### src/rtl/button_debouncer.sv
// button_debouncer: conditions a raw, bouncing push-button pad signal.
//   Synchronises the pad into the clk domain, accepts a level change only
//   after a run of identical samples, and emits a clean level plus
//   one-cycle press/release strobes. All outputs are registered.
//
// Optional feature: define BUTTON_AUTOREPEAT_EN to make press_pulse repeat
//   HOLD_CYCLES after an accepted press and then every REPEAT_CYCLES while
//   the button stays pressed.
//
// Ports:
//   clk           in   system clock, rising edge
//   rst_n         in   asynchronous active-low reset
//   buttonin      in   raw asynchronous pad signal
//   buttonout     out  debounced level, 1 = pressed
//   press_pulse   out  one-cycle strobe per accepted press (and auto-repeat)
//   release_pulse out  one-cycle strobe per accepted release
module button_debouncer #(
  parameter int unsigned STABLE_CYCLES = 500000,
  parameter bit          ACTIVE_LOW    = 1'b1,
  parameter int unsigned HOLD_CYCLES   = 25000000,
  parameter int unsigned REPEAT_CYCLES = 5000000
) (
  input  logic clk,
  input  logic rst_n,
  input  logic buttonin,
  output logic buttonout,
  output logic press_pulse,
  output logic release_pulse
);

  localparam int unsigned CW = $clog2(STABLE_CYCLES);
  localparam logic [CW-1:0] CNT_LAST = CW'(STABLE_CYCLES - 1);

  // Parameter legality checks at elaboration
  if (STABLE_CYCLES < 2 || STABLE_CYCLES > (1 << 24)) begin : g_bad_stable
    $error("button_debouncer: STABLE_CYCLES out of range 2..2^24");
  end
  if (HOLD_CYCLES < 1 || REPEAT_CYCLES < 1) begin : g_bad_repeat
    $error("button_debouncer: HOLD_CYCLES and REPEAT_CYCLES must be >= 1");
  end

  typedef enum logic [1:0] {
    S_RELEASED  = 2'd0,
    S_ARMING    = 2'd1,
    S_PRESSED   = 2'd2,
    S_DISARMING = 2'd3
  } state_e;

  state_e        state_q, state_d;
  logic [CW-1:0] cnt_q, cnt_d;
  logic          sync1_q, sync2_q;
  logic          buttonout_q, buttonout_d;
  logic          press_q, press_d;
  logic          release_q, release_d;
  logic          rpt_fire_c;
  logic          s_c;

  // Two-flop synchroniser; stored in pressed-sense so reset value 0 = released
  always_ff @(posedge clk or negedge rst_n) begin
    if (!rst_n) begin
      sync1_q <= 1'b0;
      sync2_q <= 1'b0;
    end else begin
      sync1_q <= buttonin ^ ACTIVE_LOW;
      sync2_q <= sync1_q;
    end
  end

  assign s_c = sync2_q;

  // State register, stability counter and registered outputs
  always_ff @(posedge clk or negedge rst_n) begin
    if (!rst_n) begin
      state_q     <= S_RELEASED;
      cnt_q       <= '0;
      buttonout_q <= 1'b0;
      press_q     <= 1'b0;
      release_q   <= 1'b0;
    end else begin
      state_q     <= state_d;
      cnt_q       <= cnt_d;
      buttonout_q <= buttonout_d;
      press_q     <= press_d;
      release_q   <= release_d;
    end
  end

  // Next-state logic; any reversal during a window restarts it from scratch
  always_comb begin
    state_d = state_q;
    cnt_d   = cnt_q;
    unique case (state_q)
      S_RELEASED: begin
        if (s_c) begin
          state_d = S_ARMING;
          cnt_d   = '0;
        end
      end
      S_ARMING: begin
        if (!s_c) begin
          state_d = S_RELEASED;
          cnt_d   = '0;
        end else if (cnt_q == CNT_LAST) begin
          state_d = S_PRESSED;
          cnt_d   = '0;
        end else begin
          cnt_d = cnt_q + CW'(1);
        end
      end
      S_PRESSED: begin
        if (!s_c) begin
          state_d = S_DISARMING;
          cnt_d   = '0;
        end
      end
      S_DISARMING: begin
        if (s_c) begin
          state_d = S_PRESSED;
          cnt_d   = '0;
        end else if (cnt_q == CNT_LAST) begin
          state_d = S_RELEASED;
          cnt_d   = '0;
        end else begin
          cnt_d = cnt_q + CW'(1);
        end
      end
      default: begin
        state_d = S_RELEASED;
        cnt_d   = '0;
      end
    endcase
  end

  // Output decode from the transition being taken this cycle
  always_comb begin
    buttonout_d = 1'b0;
    press_d     = 1'b0;
    release_d   = 1'b0;
    buttonout_d = (state_d == S_PRESSED) || (state_d == S_DISARMING);
    press_d     = ((state_q == S_ARMING) && (state_d == S_PRESSED)) || rpt_fire_c;
    release_d   = (state_q == S_DISARMING) && (state_d == S_RELEASED);
  end

`ifdef BUTTON_AUTOREPEAT_EN
  localparam int unsigned RPT_MAX = (HOLD_CYCLES > REPEAT_CYCLES) ? HOLD_CYCLES : REPEAT_CYCLES;
  localparam int unsigned RW      = ($clog2(RPT_MAX) < 1) ? 1 : $clog2(RPT_MAX);
  localparam logic [RW-1:0] HOLD_LAST = RW'(HOLD_CYCLES - 1);
  localparam logic [RW-1:0] REP_LAST  = RW'(REPEAT_CYCLES - 1);

  logic [RW-1:0] rpt_q, rpt_d;
  logic          rpt_phase_q, rpt_phase_d;

  // Repeat timer: runs in PRESSED, holds in DISARMING, idle-clear otherwise.
  // The phase bit switches the terminal count from hold delay to repeat period.
  always_comb begin
    rpt_d       = rpt_q;
    rpt_phase_d = rpt_phase_q;
    rpt_fire_c  = 1'b0;
    if (state_q == S_PRESSED) begin
      if (rpt_q == (rpt_phase_q ? REP_LAST : HOLD_LAST)) begin
        rpt_fire_c  = 1'b1;
        rpt_d       = '0;
        rpt_phase_d = 1'b1;
      end else begin
        rpt_d = rpt_q + RW'(1);
      end
    end else if (state_q != S_DISARMING) begin
      rpt_d       = '0;
      rpt_phase_d = 1'b0;
    end
  end

  always_ff @(posedge clk or negedge rst_n) begin
    if (!rst_n) begin
      rpt_q       <= '0;
      rpt_phase_q <= 1'b0;
    end else begin
      rpt_q       <= rpt_d;
      rpt_phase_q <= rpt_phase_d;
    end
  end
`else
  assign rpt_fire_c = 1'b0;
`endif

  assign buttonout     = buttonout_q;
  assign press_pulse   = press_q;
  assign release_pulse = release_q;

endmodule

### config.mk
export PLATFORM = sky130hd
export DESIGN_NAME = button_debouncer
export DESIGN_NICKNAME = d
export VERILOG_FILES = /design/src/rtl/button_debouncer.sv
export SDC_FILE = /design/constraint.sdc
export NUM_CORES = 1
export LEC_CHECK = 0
export BUFFER_PORTS_ARGS = -buffer_cell sky130_fd_sc_hd__buf_2
export CORE_MARGIN = 8
export CORE_UTILIZATION = 64
export CTS_CLUSTER_DIAMETER = 60
export DETAILED_ROUTE_END_ITERATION = 10
export GPL_ROUTABILITY_DRIVEN = 0
export PLACE_DENSITY = 0.82
export SKIP_LAST_GASP = 1
export SYNTH_ARGS = -nofsm -noshare
export SYNTH_HDL_FRONTEND = slang
export SYNTH_SLANG_ARGS = --single-unit
### constraint.sdc
create_clock -name clk -period 5.2 [get_ports clk]
set_clock_uncertainty 0.05 [all_clocks]
set_input_delay 0.78 -clock clk [delete_from_list [all_inputs] [get_ports clk]]
set_output_delay 0.78 -clock clk [all_outputs]
set_load 0.1 [all_outputs]
==> flow_summary.yaml <==
floorplanning:
  core.rowCount: 17
  die_w_um: 62.5
  die-area_sq_um: 3900
  start_util_pct: 64.9
  die_h_um: 62.5
  io_pins: 6
  core_area_sq_um: 2130
timing:
  finalCritPeriodShare_pct: 42.3
  grt_setup_unrepaired: "false"
  fmax_mhz: 454
  slew_headroom_pct: 17.6
  hold_viol_final: 0
  worstMarginPinSlew_ps: 1230
  drv_slew: 0
  finalSetupViolations: 0
  tns_ps: 0
  layout_min_cycle_time_ps: 2200
critical_path:
  rr_endpoint: "cnt_q[3]"
  worst-path-buf-inv: 0
  rr_worst_depth: 5
  slowest_delay_ps: 620
  cp.arrival_ps: 2400
  path_cells: "xor2_1, nand2_1, a21oi_2, a21oi_1, o21ai_0"
  worst_setup_path_start_kind: "flop"
  critPathKind: "reg2reg"
  cp-end-kind: "flop"
  reg2reg_slack_ps: 3000
  cpLargestDelayFamily: "compound AO/OA/AOI/OAI gates"
  crit_fanout: 16
  worstReg2RegStart: "s_c"
  slowest_stage: "a21oi_2"
  worst_ep_required_time_ps: 5390
route:
  detail_route.iter0.violations: 72
  wl_um: 2730
  detail-route-antenna-nets: 0
  dr_total_vias: 1129
  vias_per_cell: 6.49
  firstDrtPassIters: 4
  drc: 0
  post_drt_wl_per_cell_um: 15.7
clock_network:
  clkSinkCount: 26
  clock-root-buffer: "clkbuf_4"
  cts_setup_buffers: 0
  cts_tree: "done"
  cts_buffers: 3
  clk-insertion-delay-late_ps: 330
  clkTransAtPathRegs_ps: 150
  ctsHoldBuffers: 0
  cts_resized: 0
  ctsHtreeMaxLevel: 1
  clock_tree.buffer_depth: 2
synth:
  yosys_warnings: 0
  synthesis.area_sq_um: 1380
  yosysSeqAreaShare_pct: 47.1
  netlist-cell-type-count: 38
  synthesis.nets: 147
  ys_ff_latch: 26
  synth_largest_area_cell: "dfrtp_1"
  postSynthAreaPerCell_sq_um: 9.66
  synth.area.top_cells: "dfrtp_1, mux2i_1, a21oi_1"
  synthArstFlopShare_pct: 100
  synth_ff_type: "dfrtp_1"
  synthCells: 143
  synth_edf_count: 0
  yosysTopAreaCellShare_pct: 47.1
hold_path:
  hp-start: "sync1_q"
  worstHoldEndpoint: "s_c"
  hold_path_depth: 0
  hp-class: "reg2reg"
final_layout:
  layout-drive-gt1-share_pct: 11.0
  layout_common_cells: "dfrtp_1, nand2_1, a21oi_1, nand3_1"
  syn_to_final_growth_pct: 5.25
  final_area_sq_um: 1450
  final_net_count: 151
  fin_cells: 174
  mostFrequentLayoutCell: "dfrtp_1"
  antenna_cells: 0
  final_core_util_pct: 68.4
power_and_ir_drop:
  p_leak_nw: 0.633
  ir_worst_vdd_mv: 0.200
  power-per-cell-area_nw_per_um2: 227
global_route:
  grt_max_degree: 27
  grt_use_total_pct: 14.5
  grt_antenna_before_repair: 0
  grt_pass1_vias: 1052
  overflow: 0
  grt_first_pass_wirelength_um: 4750
placed_design:
  placedInstanceArea_sq_um: 1420
  io_buffers: 5
  hpwl_um: 1900
  dp.cells: 170
status:
  status: "complete, no violations"
run:
  cap_violations: 0
## cell type report
class / instances / area (sq um)
clock buffer: 4 / 36.3
tap: 28 / 35.0
sequential: 26 / 651
fill: 164 / 673
multi-input combinational: 107 / 692
inverter: 4 / 15.0
timing repair buffer: 5 / 25.0
## registers in the layout, summed over array words and instances (netlist names)
register,count
cnt_q,19
state_q,2
buttonout,1
press_pulse,1
release_pulse,1
s_c,1
sync1_q,1
## worst reg2reg max path, delay by kind of cell (launching register included)
kind | cells | cell delay (ps)
compound gates | 3 | 970
simple gates | 1 | 360
flops | 1 | 450
xor+xnor | 1 | 300
## Yosys cell counts, types with 2 or more instances
| master | instances |
|---|---|
| and3_1 | 3 |
| nand3_1 | 12 |
| nor3b_1 | 2 |
| clkbuf_1 | 5 |
| nor3_1 | 3 |
| o21ai_0 | 5 |
| a21oi_1 | 13 |
| or3_1 | 6 |
| mux2i_1 | 7 |
| mux2_2 | 3 |
| nor2_1 | 7 |
| dfrtp_1 | 26 |
| nor4_1 | 2 |
| and4_1 | 2 |
| nand4_1 | 5 |
| inv_1 | 4 |
| and2_1 | 4 |
| nand2_1 | 14 |
## worst max-delay path by stage
stage               startpoint         to  cells after the start
floorplan             cnt_q[0]  cnt_q[14]                      7
global placement      cnt_q[0]   cnt_q[3]                      6
detailed placement  state_q[1]  cnt_q[13]                      5
CTS                 state_q[1]   cnt_q[3]                      5
global route               s_c   cnt_q[3]                      5
finish                     s_c   cnt_q[3]                      5
## cells by family after synthesis
kind of cell,after synthesis,share of synthesized area (%)
simple gates,67,28.8
compound gates,28,12.2
flops,26,47.1
buf+inv,10,2.81
mux,10,7.52
xor+xnor,1,0.634
fa+ha+maj,1,0.906
## report_power, final
group          internal [mW]  total [mW]  switching [mW]
Sequential             0.205       0.208         0.00285
Clock                 0.0428       0.103          0.0601
Combinational        0.00554      0.0190          0.0135
## stage by stage
step                total power, mW  hold WS [ps]  worst slack (ps)
floorplan                     0.223           281              3380
global placement              0.229           282              3140
detailed placement            0.231           312              3030
CTS                           0.331           338              3010
global route                  0.342           353              2750
finish                        0.329           329              3000
## layer usage
| layer | vias to the layer above | global-route usage, % | part of all wire (%) |
|---|---|---|---|
| met2 | 39 | 22.8 | 47 |
| met3 | 8 | 3.41 | 6.2 |
| met1 | 545 | 18.3 | 44 |
| li1 | 537 | - | - |
| met5 | - | 0 | 0 |
| met4 | 0 | 6.55 | 2.1 |
(Power assumes the default switching activity.)
